--- src/rtl/pkt_frame_mux.sv ---
// Round-robin packet multiplexer: per-channel FIFOs feed one output, with each packet granted atomically.
// Define PKT_FRAME_MUX_CNT_EN to add per-channel completed-packet counters on pkt_cnt.
//
// state | meaning
// IDLE  | no grant held; picks the first non-empty channel from rrPtr upward
// LOCK  | grant held until the granted packet's last word is read
module pkt_frame_mux #(
    parameter int N_CH   = 2,
    parameter int WORD_W = 64,
    parameter int DEPTH  = 16,
    localparam int KEEP_W = WORD_W / 8,
    localparam int CH_W   = (N_CH > 1) ? $clog2(N_CH) : 1
) (
    input  logic                   clk,
    input  logic                   rst_n,
    input  logic [N_CH-1:0]        in_valid,
    output logic [N_CH-1:0]        in_ready,
    input  logic [N_CH*WORD_W-1:0] in_data,
    input  logic [N_CH*KEEP_W-1:0] in_keep,
    input  logic [N_CH-1:0]        in_last,
    output logic                   out_valid,
    input  logic                   out_ready,
    output logic [WORD_W-1:0]      out_data,
    output logic [KEEP_W-1:0]      out_keep,
    output logic                   out_last,
    output logic [CH_W-1:0]        out_ch
`ifdef PKT_FRAME_MUX_CNT_EN
    ,
    output logic [N_CH*32-1:0]     pkt_cnt
`endif
);
    localparam int AW = $clog2(DEPTH);
    localparam int EW = WORD_W + KEEP_W + 1;
    localparam logic [AW:0]     PTR_ONE = 1;
    localparam logic [CH_W-1:0] CH_ONE  = 1;

    typedef enum logic {IDLE, LOCK} state_t;

    state_t state, stateNext;
    logic [CH_W-1:0] grant, grantNext, rrPtr, rrPtrNext, pick;
    logic found;

    logic [EW-1:0] mem [N_CH][DEPTH];
    logic [AW:0] wrPtr [N_CH];
    logic [AW:0] rdPtr [N_CH];
    logic [N_CH-1:0] full, empty, wrEn, rdEn;
    logic [N_CH-1:0][EW-1:0] head;
    logic [EW-1:0] headSel;
    logic outValid, rdFire, headLast;

    // Pointers carry one extra wrap bit so full and empty are distinguishable.
    always_comb begin
        for (int c = 0; c < N_CH; c++) begin
            empty[c] = (wrPtr[c] == rdPtr[c]);
            full[c]  = (wrPtr[c][AW] != rdPtr[c][AW]) &&
                       (wrPtr[c][AW-1:0] == rdPtr[c][AW-1:0]);
            wrEn[c]  = in_valid[c] && !full[c];
            head[c]  = mem[c][rdPtr[c][AW-1:0]];
        end
    end

    always_comb begin
        for (int c = 0; c < N_CH; c++) begin
            rdEn[c] = rdFire && (grant == CH_W'(c));
        end
    end

    assign in_ready = ~full;

    always_ff @(posedge clk or negedge rst_n) begin
        if (!rst_n) begin
            for (int c = 0; c < N_CH; c++) begin
                wrPtr[c] <= '0;
                rdPtr[c] <= '0;
            end
        end else begin
            for (int c = 0; c < N_CH; c++) begin
                if (wrEn[c]) wrPtr[c] <= wrPtr[c] + PTR_ONE;
                if (rdEn[c]) rdPtr[c] <= rdPtr[c] + PTR_ONE;
            end
        end
    end

    always_ff @(posedge clk) begin
        for (int c = 0; c < N_CH; c++) begin
            if (wrEn[c]) begin
                mem[c][wrPtr[c][AW-1:0]] <= {in_last[c],
                                             in_keep[c*KEEP_W +: KEEP_W],
                                             in_data[c*WORD_W +: WORD_W]};
            end
        end
    end

    assign headSel  = head[grant];
    assign headLast = headSel[EW-1];
    assign outValid = (state == LOCK) && !empty[grant];
    assign rdFire   = outValid && out_ready;

    // Round-robin search, wrapping modulo N_CH from rrPtr.
    always_comb begin
        int idx;
        idx   = 0;
        found = 1'b0;
        pick  = rrPtr;
        for (int i = 0; i < N_CH; i++) begin
            idx = int'(rrPtr) + i;
            if (idx >= N_CH) idx = idx - N_CH;
            if (!found && !empty[idx[CH_W-1:0]]) begin
                found = 1'b1;
                pick  = idx[CH_W-1:0];
            end
        end
    end

    always_ff @(posedge clk or negedge rst_n) begin
        if (!rst_n) begin
            state <= IDLE;
            grant <= '0;
            rrPtr <= '0;
        end else begin
            state <= stateNext;
            grant <= grantNext;
            rrPtr <= rrPtrNext;
        end
    end

    always_comb begin
        stateNext = state;
        grantNext = grant;
        rrPtrNext = rrPtr;
        case (state)
            IDLE: begin
                if (found) begin
                    stateNext = LOCK;
                    grantNext = pick;
                end
            end
            LOCK: begin
                if (rdFire && headLast) begin
                    stateNext = IDLE;
                    rrPtrNext = (grant == CH_W'(N_CH - 1)) ? '0 : grant + CH_ONE;
                end
            end
            default: stateNext = IDLE;
        endcase
    end

    // Payload is zeroed whenever no word is offered, which also covers reset.
    assign out_valid = outValid;
    assign out_data  = outValid ? headSel[WORD_W-1:0] : '0;
    assign out_keep  = outValid ? headSel[WORD_W +: KEEP_W] : '0;
    assign out_last  = outValid && headLast;
    assign out_ch    = grant;

`ifdef PKT_FRAME_MUX_CNT_EN
    always_ff @(posedge clk or negedge rst_n) begin
        if (!rst_n) begin
            pkt_cnt <= '0;
        end else begin
            for (int c = 0; c < N_CH; c++) begin
                if (rdEn[c] && headLast) begin
                    pkt_cnt[c*32 +: 32] <= pkt_cnt[c*32 +: 32] + 32'd1;
                end
            end
        end
    end
`endif

endmodule
--- config.mk ---
export PLATFORM = sky130hd
export DESIGN_NAME = pkt_frame_mux
export DESIGN_NICKNAME = d
export VERILOG_FILES = /design/src/rtl/pkt_frame_mux.sv
export SDC_FILE = /design/constraint.sdc
export NUM_CORES = 2
export LEC_CHECK = 0
export BUFFER_PORTS_ARGS = -buffer_cell sky130_fd_sc_hd__buf_2
export CAP_MARGIN = 30
export CORE_ASPECT_RATIO = 1.75
export CORE_MARGIN = 3
export CORE_UTILIZATION = 30
export DETAILED_ROUTE_END_ITERATION = 6
export PLACE_DENSITY = 0.51
export REMOVE_ABC_BUFFERS = 1
export SYNTH_ARGS = -nofsm -noshare
export SYNTH_HDL_FRONTEND = slang
export SYNTH_SLANG_ARGS = --single-unit
--- constraint.sdc ---
create_clock -name clk -period 11.3 [get_ports clk]
set_input_delay 1.695 -clock clk [delete_from_list [all_inputs] [get_ports clk]]
set_output_delay 1.695 -clock clk [all_outputs]
set_load 0.01 [all_outputs]
==> Word level (Yosys, flattened, before mapping) <==
Memory sizes are Yosys's and may differ from the RTL's.
Cells that the tools add are included.
W data, S select, Z words.
{ "classes": {"addsub": 8, "magnitude_cmp": 11, "n_eq_ne": 6, "mux": 34, "bitwise_logic": 7, "reduce_logical": 19} }
{ "op_table": {"columns": ["cell", "n"], "rows": [
  ["$mux W1168", 2],
  ["$bmux W73 S4", 2],
  ["$demux W73 S4", 2],
  ["$mux W73", 8],
  ["$mux W64", 1],
  ["$add A5 B1 Y5 const B", 4],
  ["$ge A5 B5 Y1 const B", 4],
  ["$not A4 Y5", 4],
  ["$mux W1", 17],
  ["$logic_and A1 B1 Y1", 13],
  ["$eq A5 B5 Y1", 2],
  ["$lt A5 B1 Y1 const B", 2],
  ["$eq A4 B4 Y1", 2],
  ["$mux W8", 1],
  ["$lt A1 B2 Y1 const B", 3],
  ["$logic_not A1 Y1", 4],
  ["$reduce_and A2 Y1", 2],
  ["$add A1 B1 Y2 const B", 1],
  ["$ge A1 B2 Y1 const B", 1],
  ["$ge A2 B2 Y1 const B", 1],
  ["$ne A1 B1 Y1", 2],
  ["$not A1 Y1", 2],
  ["$not A2 Y2", 1],
  ["$pmux W1 S2", 1],
  ["2 further kinds", 3]
]} }
{ "totals": {"regBits": 23, "mem_bits_rw": 2336, "inputBits": 151, "output_inout_bits": 77, "wordCells": 93, "memories": 1} }
{ "memory_table": {"columns": ["memory", "words", "width", "read_ports", "rd_clocked_by_memory_dff", "write_ports", "line", "rtl"], "rows": [
  ["mem", 2, 1168, 2, 0, 2, "43", "logic [EW-1:0] mem [N_CH][DEPTH];"]
]} }

==> Longest topological paths before layout <==
{ "depth": {"ltp_word": 10, "mapped_depth": 10, "depth_no_buf": 6} }

==> Worst setup path after synthesis <==
Ideal clock, no wire load.
{ "synth_timing": {"kind": "input to register", "start": "in in_valid[0]", "end": "mem mem[0][1022] in the netlist's numbering (enable)", "setup_time_ns": 0.709, "t_arrival_ns": 9.324, "t_required_ns": 10.591, "path_slack_ns": 1.267, "cell_stages": 2, "n_path_buf": 0, "cell_sequence": "nand2_1 -> nor4b_1"} }
{ "synth_rtl": {"columns": ["item", "line", "rtl"], "rows": [
  ["start: declaration", "16", "input logic [N_CH-1:0] in_valid,"],
  ["end: declaration", "43", null]
]} }

==> Worst setup path after layout <==
{ "layout_timing": {"start": "reg rdPtr[6] in the netlist's numbering", "end": "out out_data[38]"} }
{ "layout_via": {"elab_chain_len": 7, "word_cells_on_any_way": 12, "classes_between": "eq/ne (1); mux (8); bitwise (1); reduce/logical (2)"} }
{ "layout_rtl": {"columns": ["item", "line", "rtl"], "rows": [
  ["start: declaration", "45", "logic [AW:0] rdPtr [N_CH];"],
  ["start signal: indexed assignment", "79", "if (rdEn[c]) rdPtr[c] <= rdPtr[c] + PTR_ONE;"],
  ["$not A4 Y5 (not written as such)", "58", "head[c] = mem[c][rdPtr[c][AW-1:0]];"],
  ["$bmux W73 S4", "58", null],
  ["$mux W73 (not written as such) (2 in a row)", "58", null],
  ["$mux W73 (not written as such) (2 in a row)", "94", "assign headSel = head[grant];"],
  ["$mux W64 *", "150", "assign out_data = outValid ? headSel[WORD_W-1:0] : '0;"],
  ["end: declaration", "23", "output logic [WORD_W-1:0] out_data,"]
]} }
Mark *: on every way between the ends. The rest lies on a longest branch, timed or not. The select of a mux whose other input is x is not followed.

==> results.md <==
- CTS tree: built
- Status: complete, no violations
- Post-CTS Setup Bufs: 0
- Grt total ovfl: 0
- Post-synth EDFFs: 2336
- Vias in the first global route: 42230
- Number of synthesized register bits: 2359
- Synth-to-layout area growth: 14.21%
- WL per Instance: 29.69 um
- Number of top-level pins: 228
- Gr usage total: 0.1522
- Routing usage on met2: 0.2735
- Final period util: 0.6374
- XOR/XNOR share of the synthesized area: 0.002537
- Launching point of the worst reg2reg path: rdPtr[5]
- Sequential share of the synthesized area: 0.7880
- Clock buffer depth: 4
- CTS Sinks: 2359
- Simple-Gate Fraction of Synth Area: 0.005270
- Inserted Clock Buffers: 210
- Setup crit end kind: primary output
- Adder-cell share of the synthesized area: 0.001394
- Initial antenna violation count: 97
- Largest family of logic cells by synthesized area: multiplexers
- Final Skew: 0.05193 ns
- Synth Area per Inst: 25.55 sq um
- Pins Over Slew Limit: 0
- Unrepaired setup endpoints after global routing: no
- Synth top area share: 0.7816
- Psw: 8.024 mW
- R2R depth: 9
- Worst setup SP type: flip-flop
- Clock share of power: 0.269
- Busiest grt layer: met2
- Synth cell types: 41
- Final TNS setup: 0 ns
- Met3 Use GR: 0.02221
- Worst-margin pin slew: 1.057 ns
- Final ANT Viol Nets: 0
- Mux contribution to synthesized area: 0.1826
- Peak Freq: 138.8 MHz
- Total Wirelength: 234.2 mm
- Cts hold-fix bufs: 0
- Final-report hold violation count: 0
- Primary FF master, synth: edfxtp_1
- Site Rows: 265
- Placer Congestion: 0.7380
- DRC: 0
- Net Sw Frac: 0.3095
- Yosys top cell by area: edfxtp_1
- IO Port Bufs: 227
- Root Buffer: clkbuf_16
- Worst hold slack: 0.5017 ns
- Gate power share: 0.307
- Peak VDD IR: 0.0001727 V
- H-tree depth: 4
- Vias per Instance: 5.024
- Routed vias: 39630
- Compound-gate portion of the synthesized area: 0.009313
- Asr flop ratio synth: 0.009750
- End-of-flow core utilization: 0.3442
- Max_cap viols: 0
- YS warnings: 0
- Leak: 31.23 nW
- Hold Path Class: reg2reg
- Layout cells sized above 1: 0.3412
- Crit Path Category: reg2out
- Worst Min Path Start: wrPtr[9]
- Int Power: 17.90 mW
- Post-CTS resize count: 0
- DR iter-0 viols: 3361
- Reg power frac: 0.423
- Drt pass-1 iters: 5
- Reg clk slew, reported paths: 0.06 ns
- Final setup viols: 0
- Largest net degree at the start of global routing: 110
- Mapped cell area: 0.08974 sq mm
- Initial Utilization: 0.3014
- M1 GR Usage: 0.1865
- Worst-path fanout max: 109
- Synth Instances: 3512
- Critical Path RT: 9.61 ns
- Hold depth: 1
- Die width: 419.5 um
- Filler instances: 27450
- Minimum clock period: 7.202 ns
- Worst slew margin: 0.2956
- Worst reg2reg setup slack: 6.85 ns
- Core region area: 0.2977 sq mm
- Vert. Die Dim: 729.5 um
- Pwr/cell area: 252.9 mW/mm^2
- Total power: 25.92 mW
- Number of nets in the layout: 4001
- First-pass GRT wire length: 330.5 mm
- Synth top area cells: edfxtp_1 (78%), mux4_2 (18%), a32o_1 (0.81%), dfrtp_1 (0.64%), clkbuf_1 (0.50%)
- Clock latency on the worst-skew pair: 0.88 ns
- CP Launch Point: rdPtr[6]
- Die area: 0.3060 sq mm
- DP HPWL: 129.1 mm
- Worst endpoint data arrival time: 5.51 ns
-- final timing paths --
path | end
min in group asynchronous | wrPtr[3]
min | wrPtr[9]
max reg2reg | mem[0][612]
max | out_data[38]
min reg2reg | wrPtr[9]
max in group asynchronous | rdPtr[6]
-- cells in the final DEF (no fill, tap or decap), types with 6 or more instances in the layout --
cell type | netlist | layout
mux4_2 | 722 | 722
dfrtp_4 | 0 | 8
clkbuf_1 | 119 | 39
buf_12 | 0 | 17
edfxtp_1 | 2336 | 2336
buf_4 | 21 | 69
nor2_4 | 0 | 12
bufinv_16 | 0 | 17
inv_1 | 9 | 7
ha_1 | 10 | 10
xor2_1 | 11 | 11
nand2_1 | 21 | 20
buf_2 | 45 | 227
inv_6 | 0 | 6
mux2i_1 | 9 | 9
dfrtp_1 | 23 | 15
clkinv_1 | 0 | 50
diode_2 | 0 | 18
clkinv_2 | 0 | 35
xnor2_1 | 15 | 15
clkbuf_16 | 0 | 214
nand4_1 | 8 | 8
a32o_1 | 73 | 73
-- registers in the layout, indices dropped and copies added, names as in the netlist --
register	cells
mem	2336
rdPtr	10
wrPtr	10
out_ch	1
rrPtr	1
state	1
-- worst max-delay path, cell delays in order, from the launching register on --
cell and delay (ns):
dfrtp_4 0.78, buf_12 0.56, buf_4 0.65, buf_4 0.84, mux4_2 0.42, mux4_2 0.57, a32o_1 0.39, buf_2 0.18
-- per-layer routing --
| metal | vias to the layer above | part of all wire |
|---|---|---|
| met4 | 46 | 0.033 |
| met5 | - | 0.0012 |
| met1 | 22040 | 0.39 |
| met3 | 407 | 0.047 |
| li1 | 16090 | - |
| met2 | 1047 | 0.53 |
-- stage by stage --
step | area, sq um | worst slack [ns] | instances
finish | 102500 | 4.098 | 7887
global route | 102500 | 3.839 | 7879
CTS | 102500 | 3.925 | 7869
detailed placement | 95940 | 4.864 | 7499
global placement | 95880 | 4.885 | 7497
floorplan | 88800 | -8.046 | 3313
-- power groups by stage --
stage               clock (mW)  sequential, mW  combinational, mW
finish                    6.98            11.0               7.97
global route              7.49            11.1               8.45
CTS                       7.18            11.0               8.24
detailed placement           0            11.2               8.23
global placement             0            11.2               8.22
floorplan                    0            11.9               6.16
-- cell usage after synthesis (9+ instances only) --
cell / n
mux2i_1: 9
nor2_1: 15
xnor2_1: 15
a32o_1: 73
edfxtp_1: 2336
clkbuf_1: 119
xor2_1: 11
buf_4: 21
inv_1: 9
buf_2: 45
mux4_2: 722
nand2_1: 21
ha_1: 10
dfrtp_1: 23
-- kinds of logic (layout without fill, tap and decap cells) --
| kind of cell | after synthesis | count (layout) |
|---|---|---|
| buffers and inverters | 208 | 694 |
| and+or+nand+nor | 88 | 88 |
| AOI/OAI and AO/OA | 87 | 87 |
| muxes | 734 | 734 |
| other | 0 | 18 |
| DFF | 2359 | 2359 |
| adders and majority gates | 10 | 10 |
| xor gates and xnor gates | 26 | 26 |
-- area by class of cell --
cell class / instances / area, sq um / share of cell area
Sequential cell: 2359 / 70750 / 0.6903
Multi-Input combinational cell: 945 / 18250 / 0.1781
Clock buffer: 253 / 5502 / 0.05367
Tap cell: 3871 / 4843 / 0.04725
Timing Repair Buffer: 315 / 2049 / 0.02000
Clock inverter: 117 / 1016 / 0.009912
Antenna cell: 18 / 45.04 / 0.0004395
Inverter: 9 / 38.79 / 0.0003784
(Power assumes the default switching activity.)
